<file path="config.mk">
export PLATFORM = sky130hd
export DESIGN_NAME = rv32_pipe_ctrl
export DESIGN_NICKNAME = d
export VERILOG_FILES = /design/src/rtl/rv32_pipe_ctrl.sv
export SDC_FILE = /design/constraint.sdc
export NUM_CORES = 1
export LEC_CHECK = 0
export CAP_MARGIN = 20
export CORE_ASPECT_RATIO = 1.1
export CORE_MARGIN = 1.5
export CORE_UTILIZATION = 49
export CTS_BUF_LIST = sky130_fd_sc_hd__clkbuf_4 sky130_fd_sc_hd__clkbuf_8 sky130_fd_sc_hd__clkbuf_16
export DETAILED_ROUTE_END_ITERATION = 12
export PLACE_DENSITY = 0.84
export SYNTH_ARGS = -nofsm -noshare
export SYNTH_HDL_FRONTEND = slang
export SYNTH_SLANG_ARGS = --single-unit
</file>
<file path="constraint.sdc">
create_clock -name clk -period 6.8 [get_ports clk]
set_input_delay 0.68 -clock clk [delete_from_list [all_inputs] [get_ports clk]]
set_output_delay 0.68 -clock clk [all_outputs]
set_load 0.02 [all_outputs]
</file>
<file path="src/rtl/rv32_pipe_ctrl.sv">
// rv32 pipeline hazard controller.
// Stall/flush generation with a small freeze FSM.
module rv32_pipe_ctrl #(
  parameter int L2U_CYCLES   = 1,
  parameter int FLUSH_CYCLES = 1
) (
  input  logic        clk,
  input  logic        rst_n,
  input  logic [4:0]  id_rs1,
  input  logic [4:0]  id_rs2,
  input  logic        id_use_rs1,
  input  logic        id_use_rs2,
  input  logic        ex_is_load,
  input  logic [4:0]  ex_rd,
  input  logic        ex_redirect,
  input  logic        imem_ready,
  input  logic        dmem_busy,
  output logic        pc_stall,
  output logic        if_id_stall,
  output logic        if_id_flush,
  output logic        id_ex_stall,
  output logic        id_ex_flush,
  output logic        ex_mem_stall,
  output logic        l2u_active,
  output logic [15:0] hazard_cnt
);

  typedef enum logic [1:0] {
    RUN,
    L2U,
    FLUSH,
    MWAIT
  } state_t;

  localparam logic [1:0] L2U_INIT =
    (L2U_CYCLES > 1) ? 2'(L2U_CYCLES - 2) : 2'd0;
  localparam logic [1:0] FL_INIT =
    (FLUSH_CYCLES > 1) ? 2'(FLUSH_CYCLES - 2) : 2'd0;

  state_t      state, state_n;
  state_t      saved, saved_n;
  state_t      eff;
  logic [1:0]  cnt, cnt_n;
  logic [15:0] hazard_n;
  logic        l2u_hit;

  assign l2u_hit = ex_is_load & (ex_rd != 5'd0) &
                   ((id_use_rs1 & (id_rs1 == ex_rd)) |
                    (id_use_rs2 & (id_rs2 == ex_rd)));

  // Effective state: a finished MWAIT resumes the frozen window
  always_comb begin
    eff = state;
    if (state == MWAIT)
      eff = (cnt != 2'd0) ? saved : RUN;
  end

  // Next state, counters and stall/flush outputs
  always_comb begin
    state_n      = state;
    saved_n      = saved;
    cnt_n        = cnt;
    hazard_n     = hazard_cnt;
    pc_stall     = 1'b0;
    if_id_stall  = 1'b0;
    if_id_flush  = 1'b0;
    id_ex_stall  = 1'b0;
    id_ex_flush  = 1'b0;
    ex_mem_stall = 1'b0;
    l2u_active   = 1'b0;
    priority case (1'b1)
      dmem_busy: begin
        pc_stall     = 1'b1;
        if_id_stall  = 1'b1;
        id_ex_stall  = 1'b1;
        ex_mem_stall = 1'b1;
        state_n      = MWAIT;
        saved_n      = eff;
      end
      ex_redirect: begin
        if_id_flush = 1'b1;
        id_ex_flush = 1'b1;
        state_n     = (FLUSH_CYCLES > 1) ? FLUSH : RUN;
        cnt_n       = FL_INIT;
      end
      (eff == L2U): begin
        pc_stall    = 1'b1;
        if_id_stall = 1'b1;
        id_ex_flush = 1'b1;
        l2u_active  = 1'b1;
        state_n     = (cnt == 2'd0) ? RUN : L2U;
        cnt_n       = (cnt == 2'd0) ? 2'd0 : cnt - 2'd1;
      end
      (eff == FLUSH): begin
        if_id_flush = 1'b1;
        id_ex_flush = 1'b1;
        state_n     = (cnt == 2'd0) ? RUN : FLUSH;
        cnt_n       = (cnt == 2'd0) ? 2'd0 : cnt - 2'd1;
      end
      l2u_hit: begin
        pc_stall    = 1'b1;
        if_id_stall = 1'b1;
        id_ex_flush = 1'b1;
        l2u_active  = 1'b1;
        state_n     = (L2U_CYCLES > 1) ? L2U : RUN;
        cnt_n       = L2U_INIT;
        if (hazard_cnt != 16'hFFFF)
          hazard_n = hazard_cnt + 16'd1;
      end
      !imem_ready: begin
        pc_stall    = 1'b1;
        if_id_flush = 1'b1;
        state_n     = RUN;
      end
      default: begin
        state_n = RUN;
      end
    endcase
    if (if_id_flush)
      if_id_stall = 1'b0;
    if (!rst_n) begin
      pc_stall     = 1'b0;
      if_id_stall  = 1'b0;
      if_id_flush  = 1'b0;
      id_ex_stall  = 1'b0;
      id_ex_flush  = 1'b0;
      ex_mem_stall = 1'b0;
      l2u_active   = 1'b0;
    end
  end

  // State, window counter and hazard counter registers
  always_ff @(posedge clk or negedge rst_n) begin
    if (!rst_n) begin
      state      <= RUN;
      saved      <= RUN;
      cnt        <= 2'd0;
      hazard_cnt <= 16'd0;
    end else begin
      state      <= state_n;
      saved      <= saved_n;
      cnt        <= cnt_n;
      hazard_cnt <= hazard_n;
    end
  end

endmodule
</file>
Yosys cells after proc, flatten, opt, wreduce, memory -nomap -nowiden
Cells that the tools add are included.

Shift-type cells: 0. Multiplexer cells: 42. Eq/ne operators: 6. Add/sub/neg operators: 2. Magnitude comparators: 0. $mul: 0. Bitwise gates (word level): 9. Divide/modulo/power cells: 0. Reductions and logical operators: 6.

Operators with widths (count): $mux W1 (30); $mux W2 (12); $add A16 B1 Y16 const B (1); $ne A16 B16 Y1 const B (1); $eq A5 B5 Y1 (2); $reduce_and A6 Y1 (1); $reduce_bool A5 Y1 (1); $and A1 B1 Y1 (4); $eq A2 B2 Y1 const B (2); $not A1 Y1 (4); $reduce_bool A4 Y1 (1); $eq A2 B1 Y1 const B (1); $logic_not A2 Y1 (1); $reduce_and A2 Y1 (1); $reduce_bool A2 Y1 (1); $sub A2 B1 Y2 const B (1); $or A1 B1 Y1 (1).

Flip-flop bits (word level): 22. Memories: 0. Input port bits: 23. RAM bits: 0. Output and inout bits: 23. Bits in latches: 0. ROM bits: 0. Word-level logic and storage cells: 69.

Longest topological paths before layout
Gate-level depths: netlist (run 1).

Depth after elaboration: 11. Mapped depth: 10. Gate-level depth less buffers: 9.

Least setup slack after synthesis (run 1)
OpenSTA, ideal clock, no wires.

Path type: input to output. From: input ex_rd[1]. To: output if_id_flush. Stages on the path: 6. Data arrival time: 2.208 ns. Data required time: 6.120 ns. Buffers on the path: 1. Slack: 3.912 ns. Path through: or4_1 -> o21ai_2 -> nand2b_1 -> buf_6 -> a211oi_1 -> a211oi_1.

Cells in the longest elaborated chain, start to end: 10. Elaborated cells on any way between the ends: 14. Those cells by class: eq/ne (2); mux (6); bitwise (5); reduce/logical (1).

Ends and longest elaborated chain: start: declaration (line 14) `input logic [4:0] ex_rd,`; $eq A5 B5 Y1, on equally long branches (line 48, 49); $and A1 B1 Y1, on equally long branches (line 48, 49); $or A1 B1 Y1 (line 48) `((id_use_rs1 & (id_rs1 == ex_rd)) |`; $and A1 B1 Y1 (*) (line 47) `assign l2u_hit = ex_is_load & (ex_rd != 5'd0) &`; $mux W1 (*) (5 in a row) (line 71) `priority case (1'b1)`; $mux W1 (*) (line 121) `if (!rst_n) begin`; end: declaration (line 20) `output logic if_id_flush,`.

Mark *: on every way between the ends. The rest lies on a longest branch, timed or not.

Worst setup path in the final report (run 1)
Same ends and word-level chain as after synthesis.

==> results of run 1 <==
cell type report:
cell class | instances | share of cell area [%]
clock inverters | 1 | 1.54
clock buffers | 3 | 1.15
repair buffers | 46 | 24.5
well taps | 33 | 2.12
flip-flops and latches | 22 | 28.2
multi-input cells | 95 | 39.7
inverters | 14 | 2.82
cell families after synthesis:
group / count (synthesis)
and+or+nand+nor: 42
xor gates and xnor gates: 25
DFF: 22
AOI/OAI and AO/OA: 21
buffers and inverters: 17
muxes: 4
adders and majority gates: 3
final timing paths:
kind | from | end | slack, ns | cells past startpoint
min in group asynchronous | rst_n | state[0]$_DFF_PN0_ | 0.65 | 1
max in group asynchronous | rst_n | hazard_cnt[11]$_DFFE_PN0P_ | 5.70 | 2
worst min-delay path | hazard_cnt[14]$_DFFE_PN0P_ | hazard_cnt[14]$_DFFE_PN0P_ | 0.50 | 1
worst max-delay path | ex_rd[1] | if_id_flush | 2.86 | 7
worst max register to register | cnt[0]$_DFFE_PN0P_ | hazard_cnt[8]$_DFFE_PN0P_ | 4.02 | 9
worst min register to register | hazard_cnt[14]$_DFFE_PN0P_ | hazard_cnt[14]$_DFFE_PN0P_ | 0.50 | 1
worst max-delay path, cell delays in order:
cell	delay [ns]
clkdlybuf4s50_1	0.47
or4_1	0.55
o21ai_2	0.17
nand2b_1	0.40
a211oi_1	0.14
a211oi_1	0.21
clkdlybuf4s50_1	0.64
per-stage QoR:
step                      cell area, µm²  power, mW  setup WS, ns  hold WS, ns  std cells
after CTS                           1920      0.293          2.86        0.509        213
after global routing                1950      0.307          2.76        0.527        214
after global placement              1870      0.191          2.98        0.472        209
final                               1950      0.293          2.86        0.505        214
after detailed placement            1870      0.193          2.87        0.487        209
after floorplan                     1410      0.165          3.91        0.384        134
sequential cells by signal, summed over array words and instances (netlist names):
| name | flops |
|---|---|
| hazard_cnt | 16 |
| cnt | 2 |
| saved | 2 |
| state | 2 |
synth_stat cells, types with 2 or more instances:
master / n / area, µm²
clkinv_2: 2 / 10.0
a21boi_0: 2 / 15.0
o2111ai_1: 2 / 17.5
nor2_1: 4 / 15.0
xor2_1: 7 / 61.3
xnor2_1: 17 / 149
inv_1: 12 / 45.0
buf_6: 2 / 22.5
a211oi_1: 3 / 22.5
ha_1: 3 / 37.5
nand4_1: 4 / 25.0
dfrtp_1: 22 / 551
nor3_2: 5 / 50.1
mux2_2: 2 / 22.5
nand2b_1: 2 / 12.5
a21oi_1: 2 / 10.0
nand2_1: 8 / 30.0
o21ai_0: 3 / 15.0
nor4_2: 4 / 50.1
nand3_1: 4 / 20.0
routing by layer:
metal | vias up | global-route usage, % | routed length [µm]
li1 | 566 | - | -
met1 | 570 | 26.5 | 1290
met2 | 30 | 41.1 | 1800
met3 | 6 | 3.54 | 124
met4 | 0 | 5.36 | 53
met5 | - | 0 | 0
power groups by stage:
stage          clock network [mW]  registers [mW]  logic [mW]
2_1_floorplan                   0           0.140      0.0245
6_report                    0.100           0.136      0.0565
3_3_place_gp                    0           0.139      0.0524
3_5_place_dp                    0           0.139      0.0542
5_1_grt                     0.109           0.137      0.0607
4_1_cts                     0.102           0.136      0.0546
==> impl_metrics.json, run 1 <==
{
  "syn-num-nets": 160,
  "post-dp-hpwl_um": 2470,
  "cts_max_path_buffers": 2,
  "n_fill_cell": 209,
  "switching_power_mw": 0.0699,
  "start_kind": "input port",
  "antenna_found_initial": 0,
  "synthSimpleGateAreaFrac_pct": 20.7,
  "synth_xor_area_share_pct": 16.1,
  "maxCapViolCount": 0,
  "grt_max_degree": 26,
  "overflow": 0,
  "relSlewSlack_pct": 70.8,
  "vias": 1172,
  "avgRoutedWirePerCell_um": 15.3,
  "die_w_um": 54.2,
  "period_share_pct": 58.0,
  "endpoint_kind": "primary output",
  "h-tree-depth": 1,
  "synth-edff-count": 0,
  "maxSlewViolCount": 0,
  "setup_viol": 0,
  "finalSetupTns_ns": 0,
  "power_leakage_nw": 0.784,
  "grt_pass1_wl_um": 5330,
  "grt_pass1_vias": 1208,
  "cp_data_arrival_time_ns": 3.26,
  "dieArea_um2": 3210,
  "switching_share_pct": 23.8,
  "finalClockSkew_ns": 0.0148,
  "nets": 208,
  "synth-compound-area-share_pct": 12.4,
  "io_pins": 46,
  "ys_seq_elements": 22,
  "cts_tree": "done",
  "p_int_mw": 0.223,
  "yosysWarnings": 0,
  "yosysSeqAreaShare_pct": 39.0,
  "hold_violations": 0,
  "first_pass_iters": 4,
  "p_clk_share_pct": 34.2,
  "seqCellArea_um2": 551,
  "clk_latency_ns": 0.31,
  "syn_area_um2": 1410,
  "ys.flop_type": "dfrtp_1",
  "clock_sinks": 22,
  "outcome": "finished, final reports clean",
  "yosys.cell_types.count": 44,
  "drtIter0Drc": 10,
  "vias_per_cell": 5.48,
  "rsz0062_at_grt": "no",
  "io_buffers": 45,
  "wl_um": 3270,
  "drive_gt1_share_pct": 15.5,
  "gp_congestion": 0.875,
  "crit_fanout": 8,
  "synth_top_family_by_area": "simple AND/OR/NAND/NOR gates",
  "synthMuxAreaShare_pct": 3.11,
  "hold_path.class": "flip-flop to flip-flop",
  "cts_root_buf": "clkbuf_4",
  "start_util_pct": 51.2,
  "tightestPinTransition_ns": 0.436,
  "die_y_um": 59.3,
  "multi_input_area_um2": 774,
  "fin_crit_ns": 3.94,
  "synth-adder-area-share_pct": 2.66,
  "areaGrowthSynthToFinish_pct": 38.4,
  "antenna_cells": 0,
  "final_cell_mix": "clkdlybuf4s50_1, dfrtp_1, xnor2_1, inv_1, nand2_1",
  "worstSetupPathType": "input port to primary output",
  "async_flop_share_pct": 100,
  "coreArea_um2": 2750,
  "p_seq_share_pct": 46.5,
  "cts_buffers": 3,
  "syn-instance-count": 134,
  "syn_avg_cell_area_um2": 10.5,
  "pwr-share-comb_pct": 19.3,
  "required_ns": 6.12,
  "cts-resized-gates": 0,
  "final_common_cell": "clkdlybuf4s50_1",
  "std_cell_rows": 20,
  "clkTransAtPathRegs_ns": 0.13,
  "drc_errors": 0,
  "ir_worst_vdd_v": 0.000134,
  "holdBufCountCts": 0,
  "track_usage_pct": 22.4,
  "utilization_pct": 70.9,
  "postCtsSetupRepairBufs": 0,
  "fmax_mhz": 254,
  "power_density_nw_per_um2": 150,
  "detail-route-antenna-nets": 0
}
Note: power is estimated with default switching activity, not from simulation.
==> run 2, diff against run 1 <==
--- a/config.mk
+++ b/config.mk
@@ -8,10 +8,10 @@
 export CAP_MARGIN = 20
 export CORE_ASPECT_RATIO = 1.1
 export CORE_MARGIN = 1.5
-export CORE_UTILIZATION = 49
+export CORE_UTILIZATION = 46
 export CTS_BUF_LIST = sky130_fd_sc_hd__clkbuf_4 sky130_fd_sc_hd__clkbuf_8 sky130_fd_sc_hd__clkbuf_16
 export DETAILED_ROUTE_END_ITERATION = 12
-export PLACE_DENSITY = 0.84
+export PLACE_DENSITY = 0.8
 export SYNTH_ARGS = -nofsm -noshare
 export SYNTH_HDL_FRONTEND = slang
 export SYNTH_SLANG_ARGS = --single-unit
==> constraint.sdc (replaced) <==
create_clock -name clk -period 3.8 [get_ports clk]
set_input_delay 0.38 -clock clk [delete_from_list [all_inputs] [get_ports clk]]
set_output_delay 0.38 -clock clk [all_outputs]
set_load 0.02 [all_outputs]
==> impl_metrics.json, run 2 (synthesized netlist as in run 1, its figures left out) <==
{
  "final_area_um2": 1930,
  "avgRoutedWirePerCell_um": 15.1,
  "cp_data_arrival_time_ns": 2.91,
  "grt_max_degree": 15,
  "std_cell_rows": 20,
  "io_buffers": 45,
  "areaGrowthSynthToFinish_pct": 37.0,
  "holdBufCountCts": 0,
  "endpoint_kind": "primary output",
  "outcome": "finished, final reports clean",
  "maxCapViolCount": 0,
  "busiest_layer": "met2",
  "r2r-end": "hazard_cnt[8]$_DFFE_PN0P_",
  "coreArea_um2": 2850,
  "multi_input_area_um2": 774,
  "antenna_found_initial": 0,
  "clkTransAtPathRegs_ns": 0.12,
  "start_kind": "input port",
  "cts_buffers": 3,
  "relSlewSlack_pct": 63.1,
  "ff2ff_path_depth": 9,
  "grt_use_met1_pct": 24.1,
  "first_pass_iters": 4,
  "period_share_pct": 86.6,
  "largest_reg_flops": 16,
  "die_y_um": 61.1,
  "track_usage_pct": 20.2,
  "gp_congestion": 0.835,
  "p_seq_share_pct": 46.8,
  "drc_errors": 0,
  "drtIter0Drc": 25,
  "die_w_um": 55.8,
  "io_pins": 46,
  "pwr-share-comb_pct": 18.7,
  "r2r_setup_slack_ns": 0.96,
  "p_clk_share_pct": 34.5,
  "post-dp-hpwl_um": 2580,
  "postCtsSetupRepairBufs": 0,
  "clock_sinks": 22,
  "cts-resized-gates": 0,
  "dieArea_um2": 3410,
  "grt_pass1_vias": 1248,
  "hold_violations": 0,
  "nets": 208,
  "drive_gt1_share_pct": 15.5,
  "regMostFlops": "hazard_cnt",
  "seqCellArea_um2": 551,
  "clk_latency_ns": 0.31,
  "cts_max_path_buffers": 2,
  "ir_worst_vdd_v": 0.000182,
  "h-tree-depth": 1,
  "tightestPinTransition_ns": 0.552,
  "crit_end": "if_id_flush",
  "final_common_cell": "clkdlybuf4s50_1",
  "r2r-start": "cnt[1]$_DFFE_PN0P_",
  "rsz0062_at_grt": "no",
  "required_ns": 3.42,
  "fmax_mhz": 304,
  "setup_viol": 0,
  "worstSetupPathType": "input port to primary output",
  "placed_area_um2": 1880,
  "power_density_nw_per_um2": 270,
  "vias_per_cell": 5.57,
  "fin_crit_ns": 3.29,
  "power_leakage_nw": 0.776,
  "cts_tree": "done",
  "met2_usage_pct": 36.4,
  "antenna_cells": 0,
  "overflow": 0,
  "switching_power_mw": 0.125,
  "crit_fanout": 8,
  "final_cell_mix": "clkdlybuf4s50_1, dfrtp_1, xnor2_1, inv_1, nand2_1",
  "cts_root_buf": "clkbuf_4",
  "grt_pass1_wl_um": 5380,
  "wl_um": 3230,
  "finalClockSkew_ns": 0.00292,
  "hold_path.class": "input port to async pin",
  "finalSetupTns_ns": 0,
  "p_int_mw": 0.397,
  "detail-route-antenna-nets": 0,
  "met3_usage_pct": 3.99,
  "n_fill_cell": 241,
  "vias": 1193,
  "startpoint": "ex_rd[1]",
  "switching_share_pct": 23.9,
  "start_util_pct": 49.4,
  "maxSlewViolCount": 0
}
## run 2: power by group through the flow
stage	sequential [mW]	clock (mW)	combinational [mW]
after CTS	0.245	0.184	0.0983
after detailed placement	0.249	0	0.0977
final	0.244	0.180	0.0977
after floorplan	0.251	0	0.0438
after global routing	0.245	0.196	0.105
after global placement	0.249	0	0.0950
## run 2: layer usage
metal	part of all wire [%]	up-vias	routed length [µm]
li1	-	563	-
met1	42	573	1350
met2	50	47	1630
met3	5.4	10	175
met4	2.5	0	80
met5	0	-	0
## run 2: worst min-delay path by stage
stage	start	end	slack, ns	cells past startpoint
2_1_floorplan	rst_n	cnt[0]$_DFFE_PN0P_	0.08	0
3_3_place_gp	hazard_cnt[10]$_DFFE_PN0P_	hazard_cnt[10]$_DFFE_PN0P_	0.47	1
3_5_place_dp	hazard_cnt[14]$_DFFE_PN0P_	hazard_cnt[14]$_DFFE_PN0P_	0.49	1
4_1_cts	rst_n	hazard_cnt[9]$_DFFE_PN0P_	0.42	1
5_1_grt	rst_n	hazard_cnt[9]$_DFFE_PN0P_	0.42	1
6_report	rst_n	hazard_cnt[11]$_DFFE_PN0P_	0.41	1
## run 2: cell type report
class                           instances  share of cell area [%]
Multi-Input combinational cell         95                    40.1
Sequential cell                        22                    28.5
Timing Repair Buffer                   46                    23.7
Inverter                               14                    2.85
Tap cell                               33                    2.14
Clock inverter                          1                    1.55
Clock buffer                            3                    1.17
## run 2: through the flow
stage | hold slack [ns] | utilization [%] | setup slack (ns) | cells | total power, mW
after CTS | 0.417 | 67.7 | 0.510 | 214 | 0.527
after global routing | 0.423 | 67.7 | 0.383 | 214 | 0.546
final | 0.409 | 67.7 | 0.509 | 214 | 0.522
after floorplan | 0.0844 | - | 1.45 | 134 | 0.294
after global placement | 0.475 | 65.9 | 0.583 | 210 | 0.344
after detailed placement | 0.490 | 65.9 | 0.512 | 210 | 0.347
## run 2: worst max-delay path, cell delays in order
cell	delay [ns]
clkdlybuf4s50_1	0.48
or4_1	0.56
o21ai_2	0.16
nand2b_1	0.40
a211oi_1	0.14
a211oi_1	0.17
clkdlybuf4s50_1	0.63
==> run 3, diff against run 2 <==
--- a/config.mk
+++ b/config.mk
@@ -10,6 +10,7 @@
 export CORE_MARGIN = 1.5
 export CORE_UTILIZATION = 46
 export CTS_BUF_LIST = sky130_fd_sc_hd__clkbuf_4 sky130_fd_sc_hd__clkbuf_8 sky130_fd_sc_hd__clkbuf_16
+export CTS_CLUSTER_SIZE = 24
 export DETAILED_ROUTE_END_ITERATION = 12
 export PLACE_DENSITY = 0.8
 export SYNTH_ARGS = -nofsm -noshare
==> results of run 3 <==
Final layout, timing and power as in run 2 (identical DEF).
